### src/rtl/rst_sequencer.sv
// Reset and clock-lock sequencer for the system clock domain: synchronises the board
// reset and PLL lock, then releases peripherals first and the core CORE_DELAY cycles later.
module rst_sequencer #(
    parameter int SYNC_STAGES     = 2,
    parameter int LOCK_STABLE_CYC = 1024,
    parameter int CORE_DELAY      = 16,
    parameter int SW_RST_CYC      = 64
) (
    input  logic       clk_sys,
    input  logic       rst_sys_n,
    input  logic       pll_locked,
    input  logic       sw_rst_req,
    output logic       rst_periph_n,
    output logic       rst_core_n,
    output logic [2:0] rst_state,
    output logic [1:0] rst_cause,
    output logic [7:0] lock_loss_cnt
);

    localparam int MAX_AB  = (LOCK_STABLE_CYC > CORE_DELAY) ? LOCK_STABLE_CYC : CORE_DELAY;
    localparam int MAX_CYC = (MAX_AB > SW_RST_CYC) ? MAX_AB : SW_RST_CYC;
    localparam int CNT_W   = (MAX_CYC > 1) ? $clog2(MAX_CYC) : 1;

    localparam logic [CNT_W-1:0] LOCK_LAST = CNT_W'(LOCK_STABLE_CYC - 1);
    localparam logic [CNT_W-1:0] CORE_LAST = CNT_W'(CORE_DELAY - 1);
    localparam logic [CNT_W-1:0] SW_LAST   = CNT_W'(SW_RST_CYC - 1);

    localparam logic [1:0] CAUSE_LOCK = 2'b01;
    localparam logic [1:0] CAUSE_SW   = 2'b10;

    typedef enum logic [2:0] {
        HOLD        = 3'd0,
        WAIT_LOCK   = 3'd1,
        LOCK_STABLE = 3'd2,
        PERIPH_ON   = 3'd3,
        RUN         = 3'd4,
        SW_RST      = 3'd5
    } state_e;

    state_e                 state_q, state_d;
    logic [SYNC_STAGES-1:0] rst_sync_q, rst_sync_d;
    logic [SYNC_STAGES-1:0] lock_sync_q, lock_sync_d;
    logic [CNT_W-1:0]       cnt_q, cnt_d;
    logic [1:0]             cause_q, cause_d;
    logic [7:0]             loss_cnt_q, loss_cnt_d;
    logic                   rst_periph_n_q, rst_periph_n_d;
    logic                   rst_core_n_q, rst_core_n_d;
    logic                   rst_sync_n, lock_s, lock_lost;

    // Reset release shifts ones in behind the async clear; lock shifts the raw flag.
    always_comb begin
        rst_sync_d  = {rst_sync_q[SYNC_STAGES-2:0], 1'b1};
        lock_sync_d = {lock_sync_q[SYNC_STAGES-2:0], pll_locked};
    end

    assign rst_sync_n = rst_sync_q[SYNC_STAGES-1];
    assign lock_s     = lock_sync_q[SYNC_STAGES-1];
    assign lock_lost  = !lock_s && (state_q inside {PERIPH_ON, RUN, SW_RST});

    always_comb begin
        // NOTE: every always_comb output gets a default first so no path can infer a latch.
        state_d    = state_q;
        cause_d    = cause_q;
        loss_cnt_d = loss_cnt_q;

        case (state_q)
            HOLD:        if (rst_sync_n) state_d = WAIT_LOCK;
            WAIT_LOCK:   if (lock_s) state_d = LOCK_STABLE;
            LOCK_STABLE: begin
                if (!lock_s)                 state_d = WAIT_LOCK;
                else if (cnt_q == LOCK_LAST) state_d = PERIPH_ON;
            end
            PERIPH_ON:   if (cnt_q == CORE_LAST) state_d = RUN;
            RUN: begin
                if (sw_rst_req) begin
                    state_d = SW_RST;
                    cause_d = CAUSE_SW;
                end
            end
            SW_RST:      if (cnt_q == SW_LAST) state_d = PERIPH_ON;
            default:     state_d = HOLD;
        endcase

        // Lock loss overrides anything decided above, including a same-cycle sw request.
        if (lock_lost) begin
            state_d = WAIT_LOCK;
            cause_d = CAUSE_LOCK;
            if (loss_cnt_q != 8'hFF) loss_cnt_d = loss_cnt_q + 8'd1;
        end

        cnt_d          = (state_d != state_q) ? '0 : cnt_q + 1'b1;
        rst_periph_n_d = (state_d == PERIPH_ON) || (state_d == RUN);
        rst_core_n_d   = (state_d == RUN);
    end

    // NOTE: sequential state uses non-blocking assignments so all flops update together.
    always_ff @(posedge clk_sys or negedge rst_sys_n) begin
        if (!rst_sys_n) begin
            state_q        <= HOLD;
            rst_sync_q     <= '0;
            lock_sync_q    <= '0;
            cnt_q          <= '0;
            cause_q        <= 2'b00;
            loss_cnt_q     <= 8'd0;
            rst_periph_n_q <= 1'b0;
            rst_core_n_q   <= 1'b0;
        end else begin
            state_q        <= state_d;
            rst_sync_q     <= rst_sync_d;
            lock_sync_q    <= lock_sync_d;
            cnt_q          <= cnt_d;
            cause_q        <= cause_d;
            loss_cnt_q     <= loss_cnt_d;
            rst_periph_n_q <= rst_periph_n_d;
            rst_core_n_q   <= rst_core_n_d;
        end
    end

    assign rst_periph_n  = rst_periph_n_q;
    assign rst_core_n    = rst_core_n_q;
    assign rst_state     = state_q;
    assign rst_cause     = cause_q;
    assign lock_loss_cnt = loss_cnt_q;

endmodule

### config.mk
export PLATFORM = sky130hd
export DESIGN_NAME = rst_sequencer
export DESIGN_NICKNAME = d
export VERILOG_FILES = /design/src/rtl/rst_sequencer.sv
export SDC_FILE = /design/constraint.sdc
export NUM_CORES = 1
export LEC_CHECK = 0
export ABC_CLOCK_PERIOD_IN_PS = 1800
export CORE_ASPECT_RATIO = 1.4
export CORE_MARGIN = 5
export CORE_UTILIZATION = 45
export DETAILED_ROUTE_END_ITERATION = 16
export PLACE_DENSITY = 0.75
export SLEW_MARGIN = 25
export SYNTH_ARGS = -nofsm -noshare
export SYNTH_HDL_FRONTEND = slang
export SYNTH_SLANG_ARGS = --single-unit
### constraint.sdc
create_clock -name clk_sys -period 1.8 [get_ports clk_sys]
set_input_delay 0.54 -clock clk_sys [delete_from_list [all_inputs] [get_ports clk_sys]]
set_output_delay 0.54 -clock clk_sys [all_outputs]
set_load 0.05 [all_outputs]
Word-level counts from Yosys, hierarchy flattened
Index checks and enable logic that the tools add are counted.
W data, S select, Z words.
- flip-flop bits (word level): 29
- bits of input ports: 4
- output and inout port bits: 15
- word-level logic and storage cells: 44
- add/sub/neg operators: 2
- eq/ne operators: 12
- muxes and demuxes: 13
- reduce and logical (&&, ||, !) cells: 9
- operators by type and width (operator ; count):
    $mux W3 ; 8
    $pmux W3 S6 ; 1
    $add A10 B1 Y10 const B ; 1
    $eq A10 B10 Y1 const B ; 1
    $eq A10 B4 Y1 const B ; 1
    $eq A10 B6 Y1 const B ; 1
    $mux W10 ; 1
    $eq A3 B2 Y1 const B ; 3
    $eq A3 B3 Y1 const B ; 3
    $add A8 B1 Y8 const B ; 1
    $ne A8 B8 Y1 const B ; 1
    $mux W2 ; 3
    $reduce_and A2 Y1 ; 2
    $reduce_bool A2 Y1 ; 2
    $eq A3 B1 Y1 const B ; 1
    $logic_not A3 Y1 ; 1
    $ne A3 B3 Y1 ; 1
    $reduce_bool A3 Y1 ; 1
    $logic_and A1 B1 Y1 ; 1
    $logic_not A1 Y1 ; 1
    $logic_or A1 B1 Y1 ; 1

Logic depth before layout (Yosys ltp)
Gate-level depths: netlist of the first run.
- word-level depth: 7
- mapped depth: 6
- depth with buffers taken out: 6

Least setup slack after synthesis of the first run
No wires, ideal clock.
- path kind: register to register
- start point: reg loss_cnt_q[3], in the netlist lock_loss_cnt[3]
- end point: reg loss_cnt_q[1], in the netlist lock_loss_cnt[1]
- library setup time: 0.125 ns
- data arrival time: 1.762 ns
- data required time: 1.675 ns
- slack: -0.087 ns
- stages on the path, launching flop included: 5
- path buffers: 0
- period minus slack after synthesis: 1.887 ns
- path through: dfrtp_1 -> and3_1 -> and3_1 -> a31oi_1 -> mux2_2
- longest elaborated chain between the ends: 2
- RTL lines (what ; line ; source):
    from (decl) ; 45 ; logic [7:0] loss_cnt_q, loss_cnt_d;
    from (signal assigned) ; 113 ; loss_cnt_q <= loss_cnt_d;
    $ne A8 B8 Y1 ; 88 ; if (loss_cnt_q != 8'hFF) loss_cnt_d = loss_cnt_q + 8'd1;
    $reduce_and A2 Y1 (no line) ; n/a ;
Every way passes these cells.
A chain may end at the register's enable or synchronous reset.

Final worst setup path of the first run
- start point: reg cnt_q[9]
- end point: reg cnt_q[2]
- longest elaborated chain between the ends: 7
- elaborated cells between the ends (all ways): 11
- those cells by class: eq/ne (4); mux (7)
- RTL lines (what ; line ; source):
    from (decl) ; 43 ; logic [CNT_W-1:0] cnt_q, cnt_d;
    from (signal assigned) ; 111 ; cnt_q <= cnt_d;
    $eq A10 B10 Y1 ; 71 ; else if (cnt_q == LOCK_LAST) state_d = PERIPH_ON;
    $mux W3 ; 71 ;
    $mux W3 ; 70 ; if (!lock_s) state_d = WAIT_LOCK;
    $pmux W3 S6 * ; 66 ; case (state_q)
    $mux W3 * ; 85 ; if (lock_lost) begin
    $ne A3 B3 Y1 * ; 91 ; cnt_d = (state_d != state_q) ? '0 : cnt_q + 1'b1;
    $mux W10 * ; 91 ;
    net cnt_d[2] ; 43 ;
Mark *: on every way through the listed nets, which the timed path passes. The rest lies on a longest branch.

==> results of run 1 <==
-- flip-flops by register name, indices dropped and copies added (netlist names) --
| signal | flops |
|---|---|
| rst_cause | 2 |
| lock_loss_cnt | 8 |
| lock_sync_q | 2 |
| rst_core_n | 1 |
| rst_state | 3 |
| rst_periph_n | 1 |
| cnt_q | 10 |
| rst_sync_q | 2 |
-- routing by layer --
metal	wire length, um	GRT usage, %	vias to the layer above
li1	-	-	559
met1	1520	23.03	594
met2	2028	30.20	21
met3	127	5.714	8
met4	80	8.353	0
met5	0	0	-
-- cells by family (layout without fill, tap and decap cells) --
family                     Yosys count  in the layout  share of synthesized area (%)
AOI/OAI and AO/OA                   17             18                          8.298
xor gates and xnor gates            15             15                          9.075
adders and majority gates            2              2                          1.728
buffers and inverters               10             50                          3.544
DFF                                 29             29                          50.13
muxes                                3              4                          3.370
other                                1              1                         0.2590
and+or+nand+nor                     56             56                          23.60
-- metrics by stage --
stage	power (W)	TNS (ns)	util, %	instances	area, um^2
final	0.003190	-0.3236	71.19	214	2223
after global routing	0.003355	-0.9325	71.19	214	2223
after CTS	0.003150	-0.004630	69.63	213	2175
after floorplan	0.001630	0	-	133	1461
after global placement	0.002125	-4.491	59.46	197	1857
after detailed placement	0.002164	-5.017	59.46	197	1857
-- worst register-to-register path, delay by kind of cell, from the launching register on --
kind | cells | cell delay (ns)
DFF | 1 | 0.44
AOI/OAI and AO/OA | 2 | 0.72
and+or+nand+nor | 3 | 0.57
-- how the worst max path moves through the flow --
stage | to | slack, ns | cells past startpoint
2_1_floorplan | cnt_q[2] | 0.03 | 6
3_3_place_gp | rst_periph_n | -0.40 | 6
3_5_place_dp | cnt_q[2] | -0.44 | 6
4_1_cts | cnt_q[8] | -0.005 | 6
5_1_grt | cnt_q[2] | -0.1 | 5
6_report | cnt_q[2] | -0.05 | 5
-- final cells by class --
type / count / area (um^2) / area share [%]
Multi-Input combinational cell: 96 / 875.8 / 39.39
Sequential cell: 29 / 733.2 / 32.98
Timing Repair Buffer: 36 / 426.7 / 19.19
Clock buffer: 7 / 86.33 / 3.883
Tap cell: 39 / 48.80 / 2.195
Clock inverter: 1 / 30.03 / 1.351
Inverter: 6 / 22.52 / 1.013
-- placed cells by master, fill, tap and decap left out, types with 2 or more instances in the layout --
cell and n:
and4_4 2, nand2b_1 2, nand2_1 6, and3_1 3, o21ai_4 2, mux2i_4 2, nor3_2 10, nand4_1 4
inv_1 6, dfrtp_2 6, xor2_1 7, buf_4 21, nor2_1 6, clkdlybuf4s50_1 2, clkbuf_8 6, xnor2_1 8
a21oi_1 2, dfrtp_1 23, a31oi_1 2, buf_12 12, o21ai_0 4, nand3_1 6, nand3_2 3
-- power by group through the flow --
stage / logic (W) / registers [W] / clock network, W
floorplan: 0.000458 / 0.00117 / 0
global placement: 0.00121 / 0.000910 / 0
detailed placement: 0.00125 / 0.000916 / 0
CTS: 0.00154 / 0.000891 / 0.000716
global route: 0.00168 / 0.000926 / 0.000750
finish: 0.00158 / 0.000905 / 0.000705
-- cells in the mapped netlist, drive strengths merged (3+ instances only) --
cell    instances
and4            3
o21ai           6
nand2b          3
a31oi           3
nand3           9
nor3           12
nor2            6
nand2           6
dfrtp          29
inv             6
buf             4
a21oi           3
xor2            7
and3            4
xnor2           8
nand4           5
-- timing repair --
item / CTS / global route
cloned: 2 / 0
gates resized for setup: 28 / 7
pin swaps: 11 / 11
endpoints found under the setup margin: 11 / 14
buffers inserted: 6 / 1
==> metrics.txt, run 1 <==
outcome complete, but fails checks; failing checks negative setup slack; layout cell share with drive strength beyond 1 48.57%; Nets 180; antenna diode count 0; cell leakage power slightly above 0.9 nW; sequence of cells on the critical path nor4_4 -> nand3_2 -> a2111o_1 -> o21ai_4 -> nor3_2; initial antenna violation count 0; pwr dens 1435 nW/um^2; post-DP HPWL 2225 um; WHS Endpoint rst_sync_q[1]; Ys Warns 0; EDFF count, synth 0; final hold slack approximately 0.35 ns; prevailing post-synth register cell dfrtp_1; fin crit period 1.845 ns; Vias/cell 5.523; row cnt 24; Hold Crit Class register to register; Die Y about 77 um; vias 1182; cell taking the most area after synthesis dfrtp_1; initial drt markers 30; Max FO, Critical Path 5; hold depth 0; CP Data Required Time 1.97 ns; fin crit share 102.5%; Peak Freq 542.0 MHz; Internal approximately 0.0019 W; CTS tree yes; Comb pwr share 49.5%; Cell Area, Synth approximately 1400 um^2; area growth from synthesis to layout 53.59%; First-pass DRT Iterations 4; Sw Share 39.69%; syn avg cell area 10.88 um^2; # DRC 0; Die Wd about 58 um; Tot GR Track Use around a fifth; Max Buffers Root-to-Sink 2; Seq cells post-synth 29; worst skew pair latency 0.30 ns; Synth cell types 40; reg2reg start cnt_q[9]; core area 3123 um^2; Critical Path Source Type register; HP Start rst_sync_q[0]; final-report setup violation count 11; flop2flop setup slack -0.05 ns; Flop pwr share 28.4%; FILL cells around 210; clk root buf clkbuf_8; maximum vdd drop 1.041 mV; CTS clk-pin slew, worst paths 0.07 ns; clock skew 0.01058 ns; vias in the first global route 1244; ranking of synthesized cells by area dfrtp_1 (50%), xnor2_1 (4.8%), xor2_1 (4.2%), nor3_1 (4.1%), nand3_1 (3.1%); total die area 4467 um^2; P_sw 0.001266 W; Slew Viols, Final 0; R2R cell count 5; RSZ-0062 raised after global routing yes; clock share of power 22.1%; Worst Path Arrival between 2 and 2.5 ns; CTS H-tree lvls 2; worst setup margin -0.04502 ns; largest net degree at the start of global routing 30; grt ovf 0; PortBufs 18; Seq/Total Area, Yosys around 50%; cell family contributing the most delay on the critical path compound AO/OA/AOI/OAI gates; Ports 19; Crit-path slowest cell a2111o_1; Hold Violations, Final 0; crit path from cnt_q[9]; WP buf/inv 0; slew margin rel. 63.41%; Post-Synthesis Cells 133; max-cap violations 0; critical path type register to register; pre-CTS setup slack -0.4422 ns; Final Routed Wirelength 3757 um; gpl congestion 0.7926; worst reg2reg endpoint cnt_q[2]; global-route wire length before repair 6361 um; Routed WL per cell roughly 18 um; Synth async-reset ratio 100.0%; Yosys top cell area share between 50 and 60%; slowest stage delay, CP around 0.55 ns; Setup crit end kind register; Inserted Clock Buffers 5; Routed Antenna Nets 0; syn nets between 100 and 150; sinks on the clock net 29; initial core utilization a little under half; hold-fix buffers at CTS 0; worst slew pin tran 0.5488 ns
(Power assumes the default switching activity.)
==> inputs of run 2 (changes only) <==
- CTS_CLUSTER_SIZE: unset -> 12
==> results of run 2 <==
Same layout as run 1: the final DEF is identical, and so are final timing and power.
==> inputs of run 3 (changes only) <==
- CORE_UTILIZATION: 45 -> 44
- PLACE_DENSITY: 0.75 -> 0.74
- SKIP_LAST_GASP: unset -> 1
- SLEW_MARGIN: 25 -> unset
==> run 3 against run 2 <==
Net effect: the flow still finishes with violations (negative setup slack); global-route usage decreased by 2.1 points; fmax increased by 0.17%; flip-flop and latch count unchanged; die area increased by 1.9%; largest power group unchanged; highest routed layer unchanged.
==> metrics.txt, run 3 (synthesis results as in run 1) <==
outcome complete, but fails checks; failing checks negative setup slack; CTS clk-pin slew, worst paths 0.06 ns; R2R cell count 6; worst reg2reg endpoint rst_periph_n; sinks on the clock net 29; pre-CTS setup slack -0.4071 ns; Critical Path Source Type register; commonest non-fill, non-tap cells in the layout buf_4 (24), dfrtp_1 (23), buf_12 (12), nor3_2 (9), xnor2_1 (8); total die area approximately 4600 um^2; initial core utilization a little under half; fin crit share 102.3%; # DRC 0; row cnt 24; CTS tree yes; reg2reg start cnt_q[6]; post-DP HPWL 2217 um; Die Wd around 58 um; worst skew pair latency roughly 0.28 ns; clk root buf clkbuf_8; layout cell share with drive strength beyond 1 between 40% and 50%; HP Start lock_sync_q[0]; hold-fix buffers at CTS 0; final-report setup violation count 1; Vias/cell 5.706; critical path type register to register; FILL cells 193; flop2flop setup slack -0.04 ns; Multi-input gate area around 870 um^2; First-pass DRT Iterations 6; Biggest register cnt_q; worst setup margin -0.04190 ns; grt ovf 0; WHS Endpoint lock_sync_q[1]; setup TNS -0.04190 ns; Largest register FFs 10; max-cap violations 0; GRT met3 Usage 4.983%; antenna diode count 0; Die Y between 70 and 80 um; register area 733.2 um^2; Worst Path Arrival around 2.0 ns; Hold Violations, Final 0; maximum vdd drop 0.9763 mV; initial antenna violation count 0; commonest non-fill, non-tap cell in the layout buf_4; CTS H-tree lvls 2; met2 usage 27.63%; area growth from synthesis to layout 53.16%; cell leakage power around 0.94 nW; pwr dens 1350 nW/um^2; RSZ-0062 raised after global routing yes; core area 3153 um^2; gpl congestion 0.8373; Max FO, Critical Path 3; Tot GR Track Use 16.76%; met1 Usage GRT 18.64%; fin crit period ~1.8 ns; Setup crit end kind register; largest net degree at the start of global routing 30; Slew Viols, Final 0; vias in the first global route 1278; CP Data Required Time a little under 2 ns; Routed Antenna Nets 0; global-route wire length before repair 5871 um; Max Buffers Root-to-Sink 2; Hold Crit Class register to register; clock skew between 0.005 and 0.006 ns; Ports 19; GR peak layer met2; initial drt markers 56; hold depth 0; Inserted Clock Buffers 5; Peak Freq 542.9 MHz; Routed WL per cell around 18 um; vias 1244; Nets ~180; PortBufs 18; Final Routed Wirelength 3854 um
## run 3: cell types whose count changed in the layout (fill, tap and decap cells not counted), sizes merged
cell	previous run	this run
clkinv	0	2
bufinv	1	0
buf	33	37
clkbuf	7	6
## run 3: final cells by class
cell class,count,area share (%)
inverters,6,1.016
clock inverters,2,0.4515
clock buffers,6,3.273
repair buffers,40,20.77
well taps,39,2.201
multi-input cells,96,39.22
flip-flops and latches,29,33.07
## run 3: where the power goes
group | switching (W) | internal (W) | leakage (nW)
clock network | 0.000233 | 0.000267 | 0.0450
registers | 0.000141 | 0.000767 | 0.365
logic | 0.000867 | 0.000719 | 0.527
total | 0.00124 | 0.00175 | 0.937
## run 3: per-stage QoR
stage | hold slack (ns) | util (%) | power, W | instances | instance area, um^2
after floorplan | 0.2444 | - | 0.001630 | 133 | 1461
after global placement | 0.3331 | 59.37 | 0.002131 | 199 | 1872
after detailed placement | 0.3347 | 59.37 | 0.002157 | 199 | 1872
after CTS | 0.3483 | 65.56 | 0.002855 | 210 | 2067
after global routing | 0.3504 | 70.32 | 0.003143 | 218 | 2217
final | 0.3473 | 70.32 | 0.002994 | 218 | 2217
## run 3: worst max-delay path, cell delays in order (launching register included)
cell and delay, ns:
dfrtp_1 0.42, nor4_4 0.37, buf_4 0.19, and4_4 0.26
a21oi_2 0.06, and3_4 0.18, mux2_4 0.25
## run 3: how the worst max path moves through the flow
stage | start | endpoint | cells past startpoint
after global placement | sw_rst_req | rst_periph_n | 6
after floorplan | rst_state[2] | cnt_q[2] | 6
after CTS | rst_state[1] | lock_loss_cnt[5] | 6
after global routing | cnt_q[1] | rst_periph_n | 6
after detailed placement | sw_rst_req | cnt_q[2] | 6
final | cnt_q[6] | rst_periph_n | 6
## run 3: what timing repair did
item,CTS,global route
endpoints found under the setup margin,11,17
pin swaps,6,9
buffers inserted,1,8
cloned,2,0
gates resized for setup,17,18
## run 3: routing by layer
layer | up-vias | part of all wire [%]
met5 | - | 0
met4 | 0 | 3.0
met3 | 11 | 4.9
met2 | 43 | 53
met1 | 621 | 39
li1 | 569 | -
